--- config.mk ---
export PLATFORM = sky130hd
export DESIGN_NAME = ifetch_queue_flat
export DESIGN_NICKNAME = d
export VERILOG_FILES = /design/src/rtl/ifetch_queue_if.sv /design/src/rtl/ifetch_queue.sv /design/src/flat_wrapper.sv
export SDC_FILE = /design/constraint.sdc
export NUM_CORES = 1
export LEC_CHECK = 0
export BUFFER_PORTS_ARGS = -buffer_cell sky130_fd_sc_hd__buf_2
export CORE_MARGIN = 5
export CORE_UTILIZATION = 40
export CTS_CLUSTER_DIAMETER = 60
export CTS_CLUSTER_SIZE = 28
export DETAILED_ROUTE_END_ITERATION = 12
export PLACE_DENSITY = 0.65
export SLEW_MARGIN = 20
export SYNTH_ARGS = -nofsm -noshare
export SYNTH_HDL_FRONTEND = slang
export SYNTH_SLANG_ARGS = --single-unit
--- constraint.sdc ---
create_clock -name clk -period 4.9 [get_ports clk]
set_clock_uncertainty 0.05 [all_clocks]
set_input_delay 0.49 -clock clk [delete_from_list [all_inputs] [get_ports clk]]
set_output_delay 0.49 -clock clk [all_outputs]
set_load 0.1 [all_outputs]
--- src/rtl/ifetch_queue_if.sv ---
`default_nettype none
// ============================================================================
// Module      : ifetch_queue_if
// Description : Bundle of the fetch-queue bus signals.
//               master modport : the fetch queue itself
//                 in  redirect_valid, redirect_pc[15:0]  branch/jump redirect
//                 out imem_req, imem_addr[15:0]          memory read request
//                 in  imem_rdata[15:0]                   read data, 1 cycle later
//                 out out_valid, out_instr, out_pc,
//                     out_pc2                            head of queue to decode
//                 in  out_ready                          decode accepts head
//                 out perf_stall, perf_flush             optional counters
//               slave modport  : the surrounding core / memory / decode
// Revision    : 1.0  initial release
// ============================================================================
interface ifetch_queue_if;
  logic        redirect_valid;
  logic [15:0] redirect_pc;
  logic        imem_req;
  logic [15:0] imem_addr;
  logic [15:0] imem_rdata;
  logic        out_valid;
  logic        out_ready;
  logic [15:0] out_instr;
  logic [15:0] out_pc;
  logic [15:0] out_pc2;
  logic [15:0] perf_stall;
  logic [15:0] perf_flush;

  modport master (
    input  redirect_valid, redirect_pc, imem_rdata, out_ready,
    output imem_req, imem_addr, out_valid, out_instr, out_pc, out_pc2,
           perf_stall, perf_flush
  );

  modport slave (
    output redirect_valid, redirect_pc, imem_rdata, out_ready,
    input  imem_req, imem_addr, out_valid, out_instr, out_pc, out_pc2,
           perf_stall, perf_flush
  );
endinterface
`default_nettype wire

--- src/rtl/ifetch_queue.sv ---
`default_nettype none
// ============================================================================
// Module      : ifetch_queue
// Description : Instruction-fetch front end. Owns the fetch PC, issues reads
//               to a 1-cycle-latency synchronous instruction memory, buffers
//               {instr, pc} pairs in a DEPTH-entry FIFO and presents the head
//               to decode over valid/ready. A redirect flushes the FIFO and
//               squashes any in-flight read.
// Ports       : clk, rst (sync, active-high) plus ifetch_queue_if.master bus.
// Parameters  : DEPTH (power of two, 2..16), PC_RESET, PC_STEP.
// Options     : define IFQ_PERF_EN to build the perf_stall / perf_flush
//               saturating counters; otherwise both outputs are tied to 0.
// Revision    : 1.0  initial release
// ============================================================================
module ifetch_queue #(
  parameter int          DEPTH    = 4,
  parameter logic [15:0] PC_RESET = 16'h0000,
  parameter logic [15:0] PC_STEP  = 16'd2
) (
  input  logic           clk,
  input  logic           rst,
  ifetch_queue_if.master bus
);
  localparam int PTR_W = $clog2(DEPTH);
  localparam int CNT_W = PTR_W + 1;

  logic [15:0]      fetch_pc_q, fetch_pc_d;
  logic [PTR_W-1:0] rd_ptr_q, rd_ptr_d;
  logic [PTR_W-1:0] wr_ptr_q, wr_ptr_d;
  logic [CNT_W-1:0] count_q, count_d;
  logic             inflight_q, inflight_d;
  logic [15:0]      inflight_pc_q, inflight_pc_d;
  logic [15:0]      fifo_instr_q [DEPTH];
  logic [15:0]      fifo_instr_d [DEPTH];
  logic [15:0]      fifo_pc_q [DEPTH];
  logic [15:0]      fifo_pc_d [DEPTH];

  logic             head_valid;
  logic             issue;
  logic             push;
  logic             pop;
  logic [CNT_W:0]   occupancy;
  logic             unused_pc_lsb;

  // Credit counts both buffered entries and the read already in flight, so
  // every issued read is guaranteed a FIFO slot when it returns.
  assign occupancy  = {1'b0, count_q} + {{CNT_W{1'b0}}, inflight_q};
  assign issue      = !rst && !bus.redirect_valid && (occupancy < (CNT_W+1)'(DEPTH));
  assign head_valid = !rst && (count_q != '0);
  assign pop        = head_valid && bus.out_ready;
  assign push       = inflight_q && !bus.redirect_valid;

  assign bus.imem_req  = issue;
  assign bus.imem_addr = fetch_pc_q;
  assign bus.out_valid = head_valid;
  assign bus.out_instr = head_valid ? fifo_instr_q[rd_ptr_q] : 16'd0;
  assign bus.out_pc    = head_valid ? fifo_pc_q[rd_ptr_q]    : 16'd0;
  assign bus.out_pc2   = bus.out_pc + PC_STEP;

  // Redirect targets are halfword aligned; bit 0 is dropped.
  assign unused_pc_lsb = bus.redirect_pc[0];

  always_comb begin
    fetch_pc_d    = fetch_pc_q;
    rd_ptr_d      = rd_ptr_q;
    wr_ptr_d      = wr_ptr_q;
    count_d       = count_q;
    inflight_d    = inflight_q;
    inflight_pc_d = inflight_pc_q;
    fifo_instr_d  = fifo_instr_q;
    fifo_pc_d     = fifo_pc_q;

    if (bus.redirect_valid) begin
      // A same-cycle pop has already been handed to decode; everything else
      // (buffered entries and the in-flight return) is stale.
      fetch_pc_d = {bus.redirect_pc[15:1], 1'b0};
      rd_ptr_d   = '0;
      wr_ptr_d   = '0;
      count_d    = '0;
      inflight_d = 1'b0;
    end else begin
      inflight_d = issue;
      if (issue) begin
        fetch_pc_d    = fetch_pc_q + PC_STEP;
        inflight_pc_d = fetch_pc_q;
      end
      if (push) begin
        fifo_instr_d[wr_ptr_q] = bus.imem_rdata;
        fifo_pc_d[wr_ptr_q]    = inflight_pc_q;
        wr_ptr_d               = wr_ptr_q + 1'b1;
      end
      if (pop) begin
        rd_ptr_d = rd_ptr_q + 1'b1;
      end
      case ({push, pop})
        2'b10:   count_d = count_q + 1'b1;
        2'b01:   count_d = count_q - 1'b1;
        default: count_d = count_q;
      endcase
    end
  end

  always_ff @(posedge clk) begin
    if (rst) begin
      fetch_pc_q    <= PC_RESET;
      rd_ptr_q      <= '0;
      wr_ptr_q      <= '0;
      count_q       <= '0;
      inflight_q    <= 1'b0;
      inflight_pc_q <= 16'd0;
      fifo_instr_q  <= '{default: '0};
      fifo_pc_q     <= '{default: '0};
    end else begin
      fetch_pc_q    <= fetch_pc_d;
      rd_ptr_q      <= rd_ptr_d;
      wr_ptr_q      <= wr_ptr_d;
      count_q       <= count_d;
      inflight_q    <= inflight_d;
      inflight_pc_q <= inflight_pc_d;
      fifo_instr_q  <= fifo_instr_d;
      fifo_pc_q     <= fifo_pc_d;
    end
  end

`ifdef IFQ_PERF_EN
  logic [15:0] perf_stall_q, perf_stall_d;
  logic [15:0] perf_flush_q, perf_flush_d;
  logic        flush_drops;

  // A redirect only counts as a flush if it throws something away: an entry
  // left behind after the same-cycle pop, or a pending memory return.
  assign flush_drops = bus.redirect_valid &&
                       ((count_q > {{(CNT_W-1){1'b0}}, pop}) || inflight_q);

  always_comb begin
    perf_stall_d = perf_stall_q;
    perf_flush_d = perf_flush_q;
    if (head_valid && !bus.out_ready && (perf_stall_q != 16'hFFFF)) begin
      perf_stall_d = perf_stall_q + 16'd1;
    end
    if (flush_drops && (perf_flush_q != 16'hFFFF)) begin
      perf_flush_d = perf_flush_q + 16'd1;
    end
  end

  always_ff @(posedge clk) begin
    if (rst) begin
      perf_stall_q <= 16'd0;
      perf_flush_q <= 16'd0;
    end else begin
      perf_stall_q <= perf_stall_d;
      perf_flush_q <= perf_flush_d;
    end
  end

  assign bus.perf_stall = perf_stall_q;
  assign bus.perf_flush = perf_flush_q;
`else
  assign bus.perf_stall = 16'd0;
  assign bus.perf_flush = 16'd0;
`endif

endmodule
`default_nettype wire

--- src/flat_wrapper.sv ---
// flat-port wrapper written by rule: the top's interface ports become plain ports
module ifetch_queue_flat 
#(
  parameter int          DEPTH    = 4,
  parameter logic [15:0] PC_RESET = 16'h0000,
  parameter logic [15:0] PC_STEP  = 16'd2
)
  (clk, rst, bus_redirect_valid, bus_redirect_pc, bus_imem_rdata, bus_out_ready, bus_imem_req, bus_imem_addr, bus_out_valid, bus_out_instr, bus_out_pc, bus_out_pc2, bus_perf_stall, bus_perf_flush);
  ifetch_queue_if bus_i ();
  input  logic clk;
  input  logic rst;
  input wire logic [$bits(bus_i.redirect_valid)-1:0] bus_redirect_valid;
  input wire logic [$bits(bus_i.redirect_pc)-1:0] bus_redirect_pc;
  input wire logic [$bits(bus_i.imem_rdata)-1:0] bus_imem_rdata;
  input wire logic [$bits(bus_i.out_ready)-1:0] bus_out_ready;
  output wire logic [$bits(bus_i.imem_req)-1:0] bus_imem_req;
  output wire logic [$bits(bus_i.imem_addr)-1:0] bus_imem_addr;
  output wire logic [$bits(bus_i.out_valid)-1:0] bus_out_valid;
  output wire logic [$bits(bus_i.out_instr)-1:0] bus_out_instr;
  output wire logic [$bits(bus_i.out_pc)-1:0] bus_out_pc;
  output wire logic [$bits(bus_i.out_pc2)-1:0] bus_out_pc2;
  output wire logic [$bits(bus_i.perf_stall)-1:0] bus_perf_stall;
  output wire logic [$bits(bus_i.perf_flush)-1:0] bus_perf_flush;
  assign bus_i.redirect_valid = bus_redirect_valid;
  assign bus_i.redirect_pc = bus_redirect_pc;
  assign bus_i.imem_rdata = bus_imem_rdata;
  assign bus_i.out_ready = bus_out_ready;
  assign bus_imem_req = bus_i.imem_req;
  assign bus_imem_addr = bus_i.imem_addr;
  assign bus_out_valid = bus_i.out_valid;
  assign bus_out_instr = bus_i.out_instr;
  assign bus_out_pc = bus_i.out_pc;
  assign bus_out_pc2 = bus_i.out_pc2;
  assign bus_perf_stall = bus_i.perf_stall;
  assign bus_perf_flush = bus_i.perf_flush;
  ifetch_queue #(.DEPTH(DEPTH), .PC_RESET(PC_RESET), .PC_STEP(PC_STEP)) u_core (.clk(clk), .rst(rst), .bus(bus_i));
endmodule
==> Yosys cells after proc, flatten, opt, wreduce, memory -nomap -nowiden <==
Cells that the tools add are included.
{ "classes": {"n_addsub": 7, "n_lt_le_gt_ge": 4, "n_eq_ne": 2, "muxes": 15, "bitwise": 3, "reduce_logical": 14} }
{ "op_table": {"columns": ["cell", "n"], "rows": [
  ["$mux 16", 9],
  ["$bwmux 64", 2],
  ["$bmux 16 s2", 2],
  ["$add 16x2->16 const B", 2],
  ["$demux 16 s2", 1],
  ["$ge 3x3->1 const B", 2],
  ["$logic_and 1x1->1", 6],
  ["$not 2->3", 2],
  ["$pmux 3 s2", 1],
  ["$add 2x1->2 const B", 2],
  ["$add 3x1->4", 1],
  ["$lt 4x3->1 const B", 1],
  ["$reduce_and 2->1", 2],
  ["$reduce_bool 2->1", 2],
  ["$add 3x1->3 const B", 1],
  ["$lt 3x1->1 const B", 1],
  ["$reduce_bool 3->1", 1],
  ["$sub 3x1->3 const B", 1],
  ["$eq 2x1->1 const B", 1],
  ["$eq 2x2->1 const B", 1],
  ["$logic_not 1->1", 2],
  ["$reduce_or 2->1", 1],
  ["$not 1->1", 1]
]} }
{ "word_totals": {"regBits": 168, "in_bits": 36, "output_inout_bits": 98, "wordCells": 60} }

==> Depth between registers and ports, before layout <==
{ "logic_depth": {"ltp_word": 6, "depth_mapped": 11, "depth_no_buf": 9} }

==> Worst setup path after synthesis <==
Ideal clock, no wire load.
{ "synth_timing": {"kind": "input to output", "start": "input port rst", "end": "output port bus_out_pc2[11]", "t_arrival_ns": 6.139, "t_required_ns": 4.360, "path_slack_ns": -1.779, "stages": 11, "n_path_buf": 2, "path_cell_list": "clkbuf_1 inv_1 clkbuf_1 and2_1 nand2_1 inv_1 ha_1 nand2_1 nor4_4 nand3_1 xnor2_1"} }
{ "synth_via": {"elab_chain_cells": 4} }
{ "synth_rtl": {"columns": ["item", "line_no", "text"], "rows": [
  ["start: declaration", "flat_wrapper.sv:11", "input logic rst;"],
  ["$logic_not 1->1", "ifetch_queue.sv:49", "assign head_valid = !rst && (count_q != '0);"],
  ["$logic_and 1x1->1", "ifetch_queue.sv:49", null],
  ["net bus_out_valid", "flat_wrapper.sv:18", "output wire logic [$bits(bus_i.out_valid)-1:0] bus_out_valid;"],
  ["$mux 16", "ifetch_queue.sv:57", "assign bus.out_pc = head_valid ? fifo_pc_q[rd_ptr_q] : 16'd0;"],
  ["net bus_out_pc[1]", "flat_wrapper.sv:20", "output wire logic [$bits(bus_i.out_pc)-1:0] bus_out_pc;"],
  ["$add 16x2->16", "ifetch_queue.sv:58", "assign bus.out_pc2 = bus.out_pc + PC_STEP;"],
  ["end: declaration", "flat_wrapper.sv:21", "output wire logic [$bits(bus_i.out_pc2)-1:0] bus_out_pc2;"]
]} }
The timed path passes the listed nets, and every way through them passes these cells.

==> Final worst setup path <==
{ "layout_timing": {"start": "register u_core.rd_ptr_q[0]", "end": "output port bus_out_pc2[15]"} }
{ "layout_via": {"elab_chain_cells": 6} }
{ "layout_rtl": {"columns": ["item", "line_no", "text"], "rows": [
  ["start: declaration", "ifetch_queue.sv:28", "logic [PTR_W-1:0] rd_ptr_q, rd_ptr_d;"],
  ["start signal: assignment", "ifetch_queue.sv:115", "rd_ptr_q <= rd_ptr_d;"],
  ["$not 2->3 (not written as such)", "ifetch_queue.sv:57", null],
  ["$bmux 16 s2", "ifetch_queue.sv:57", null],
  ["$mux 16 (not written as such) (2 in series)", "ifetch_queue.sv:57", null],
  ["$mux 16", "ifetch_queue.sv:57", null],
  ["$add 16x2->16", "ifetch_queue.sv:58", null]
]} }
Every way passes these cells. The select of a mux whose other input is x is not followed.

==> flow_metrics.env <==
export IMPL_crit_type="reg -> out"
export IMPL_path_buf_inv=2
export IMPL_slew_violations=0
export IMPL_setup_violations=0
export IMPL_yosys_most_used_dff="dfxtp_1"
export IMPL_clkTransAtPathRegs_ns=0.07
export IMPL_synth_most_common_cell="nand2_1"
export IMPL_cts_hold_buf=0
export IMPL_cap_violations=0
export IMPL_synth_top_area_share_pct=43.1
export IMPL_htree_num_levels=4
export IMPL_n_fill_cell=1845
export IMPL_cp_required_ns=4.36
export IMPL_synth_cell_types=40
export IMPL_hold_start="bus_redirect_pc[11]"
export IMPL_yosysWarnings=0
export IMPL_yosys_top_cells_area="dfxtp_1, nand2_1, a21oi_1"
export IMPL_ys_seq_area_share_pct=43.1
export IMPL_async_flop_share_pct=0
export IMPL_wl_per_cell_microns=16.0
export IMPL_synth_top_area_cell="dfxtp_1"
export IMPL_p_leak_nw=3.39
export IMPL_syn2layout_area_growth_pct=15.8
export IMPL_max_stage_delay_ns=0.66
export IMPL_ant_nets=0
export IMPL_place_inst=1201
export IMPL_clkLatencyLatePin_ns=0.43
export IMPL_grt_max_degree=87
export IMPL_core_area_sq_um=18600
export IMPL_fp_row_count=50
export IMPL_worst_slew_pin_slew_ns=0.916
export IMPL_post_dp_hpwl_microns=12500
export IMPL_drtPass1Iterations=5
export IMPL_r2r_start="u_core.count_q[0]"
export IMPL_drive_above_1_share_pct=19.4
export IMPL_critPathTopFamily="simple AND/OR/NAND/NOR gates"
export IMPL_cp_start_kind="flop"
export IMPL_status="finished, final reports clean"
export IMPL_fmax_mhz=264
export IMPL_syn_cell_area_sq_um=7520
export IMPL_avgSynthCellArea_sq_um=8.15
export IMPL_crit_arrival_ns=3.25
export IMPL_crit_fanout=14
export IMPL_clock_root_buffer="clkbuf_16"
export IMPL_grt_overflow=0
export IMPL_cts_tree="done"
export IMPL_cts_sinks=162
export IMPL_antennaDiodeCount=0
export IMPL_start_util_pct=40.4
export IMPL_vdd_drop_max_uv=281
export IMPL_dpl_cell_area_sq_um=8100
export IMPL_io_buffers=97
export IMPL_layout_cells_non_filler=1233
export IMPL_wirelength_microns=19800
export IMPL_yosys_top_cells_count="nand2_1, dfxtp_1, a21oi_1"
export IMPL_ys_seq_elements=162
export IMPL_cts_repair_resized=0
export IMPL_fin_area_sq_um=8710
export IMPL_antenna_found_initial=0
export IMPL_die_width_microns=147
export IMPL_synthCells=923
export IMPL_endpoint_kind="output port"
export IMPL_post_route_period_util_pct=77.3
export IMPL_post_cts_buffers=0
export IMPL_io_pins=134
export IMPL_via_count=6395
export IMPL_cp_startpoint="u_core.rd_ptr_q[0]"
export IMPL_die_h_microns=147
export IMPL_grt_pass1_wl_microns=31300
export IMPL_vias_per_cell=5.19
export IMPL_fin_setup_tns_ns=0
export IMPL_gp_congestion=0.776
export IMPL_grt_pass1_vias=5914
export IMPL_drtIter0Drc=447
export IMPL_rsz0062_at_grt="false"
export IMPL_die_area_sq_um=21700
export IMPL_hp_class="in -> reg"
export IMPL_track_usage_pct=17.9
export IMPL_path_cells="buf_4 -> mux4_2 -> nand3_2 -> nor4_4 -> nand3_1 -> xnor2_4 -> buf_2"
export IMPL_slew_headroom_pct=38.9
export IMPL_period_minus_slack_ns=3.79
export IMPL_clockBufferDepth=2
export IMPL_route_detailed_drc=0
export IMPL_synth_edf_count=0
export IMPL_cts_buffers=17
export IMPL_powerDensity_nw_per_um2=347
export IMPL_num_nets_final=1030
export IMPL_hold_viol=0
export IMPL_slowest_stage="dfxtp_2"
==> report_power, final <==
| group | leakage [nW] | internal (mW) | total [mW] | switching (mW) |
|---|---|---|---|---|
| logic | 1.80 | 0.0430 | 0.301 | 0.258 |
| clock network | 0.282 | 0.805 | 1.37 | 0.562 |
| registers | 1.31 | 1.33 | 1.36 | 0.0217 |
==> stage by stage <==
stage / hold WS (ns) / util [%] / power (mW) / setup WS, ns
5_1_grt: 0.267 / 46.7 / 3.12 / 0.902
4_1_cts: 0.251 / 46.7 / 3.03 / 1.02
3_5_place_dp: 0.395 / 43.4 / 1.68 / 1.34
6_report: 0.261 / 46.7 / 3.02 / 1.11
3_3_place_gp: 0.389 / 43.4 / 1.68 / 1.40
2_1_floorplan: 0.383 / - / 1.65 / 0.0938
==> per-layer routing <==
metal  global-route usage, %  wire [microns]  up-vias  part of all wire (%)
met3                    3.92            1460       18                   7.4
met5                       0               0        -                     0
li1                        -               -     3148                     -
met1                    25.2            9110     3013                    46
met4                    4.89             216        0                   1.1
met2                    28.0            8980      216                    45
==> worst paths after layout <==
| path | cells past startpoint | end | slack, ns |
|---|---|---|---|
| hold reg to reg | 2 | u_core.fifo_instr_q[10] | 0.40 |
| setup / recovery | 7 | bus_out_pc2[15] | 1.11 |
| setup reg to reg | 8 | u_core.count_q[2] | 2.17 |
| hold / removal | 3 | u_core.bus.imem_addr[11] | 0.26 |
==> state kept, by name, summed over array words and instances, names as in the netlist <==
name / cells
u_core.fifo_instr_q: 64
u_core.inflight_pc_q: 15
u_core.inflight_q: 1
u_core.rd_ptr_q: 2
u_core.count_q: 3
u_core.bus.imem_addr: 15
u_core.wr_ptr_q: 2
u_core.fifo_pc_q: 60
==> cell usage in the layout, fill, tap and decap left out, drive strengths merged, types with 7 or more instances in the layout <==
master,netlist,final
and3,32,32
xor2,7,7
nand3,14,14
nor2,21,21
a21oi,152,152
inv,15,15
ha,7,7
clkbuf,57,17
dfxtp,162,162
nand2,301,301
xnor2,11,11
o21ai,13,13
clkinv,1,7
conb,1,35
and2,8,8
buf,46,113
mux4,31,31
==> worst min-delay path: stages <==
cell and delay [ns]:
buf_2 0.09, nand2_1 0.05, a21oi_1 0.05
==> area by class of cell <==
cell class | count | area [sq um] | share of cell area [%]
Inverter | 16 | 68.8 | 0.790
Clock buffer | 17 | 425 | 4.88
Timing Repair Buffer | 113 | 608 | 6.98
Multi-Input combinational cell | 676 | 3890 | 44.6
Clock inverter | 15 | 185 | 2.13
Sequential cell | 162 | 3240 | 37.2
Tap cell | 234 | 293 | 3.36
==> logic make-up after synthesis <==
family,share of synthesized area (%)
and+or+nand+nor,23.4
AOI/OAI and AO/OA,12.1
DFF,43.1
buffers and inverters,8.16
muxes,9.69
xor gates and xnor gates,2.10
adders and majority gates,1.43
other,0.0498
No activity file was read; power rests on OpenSTA's default activity.
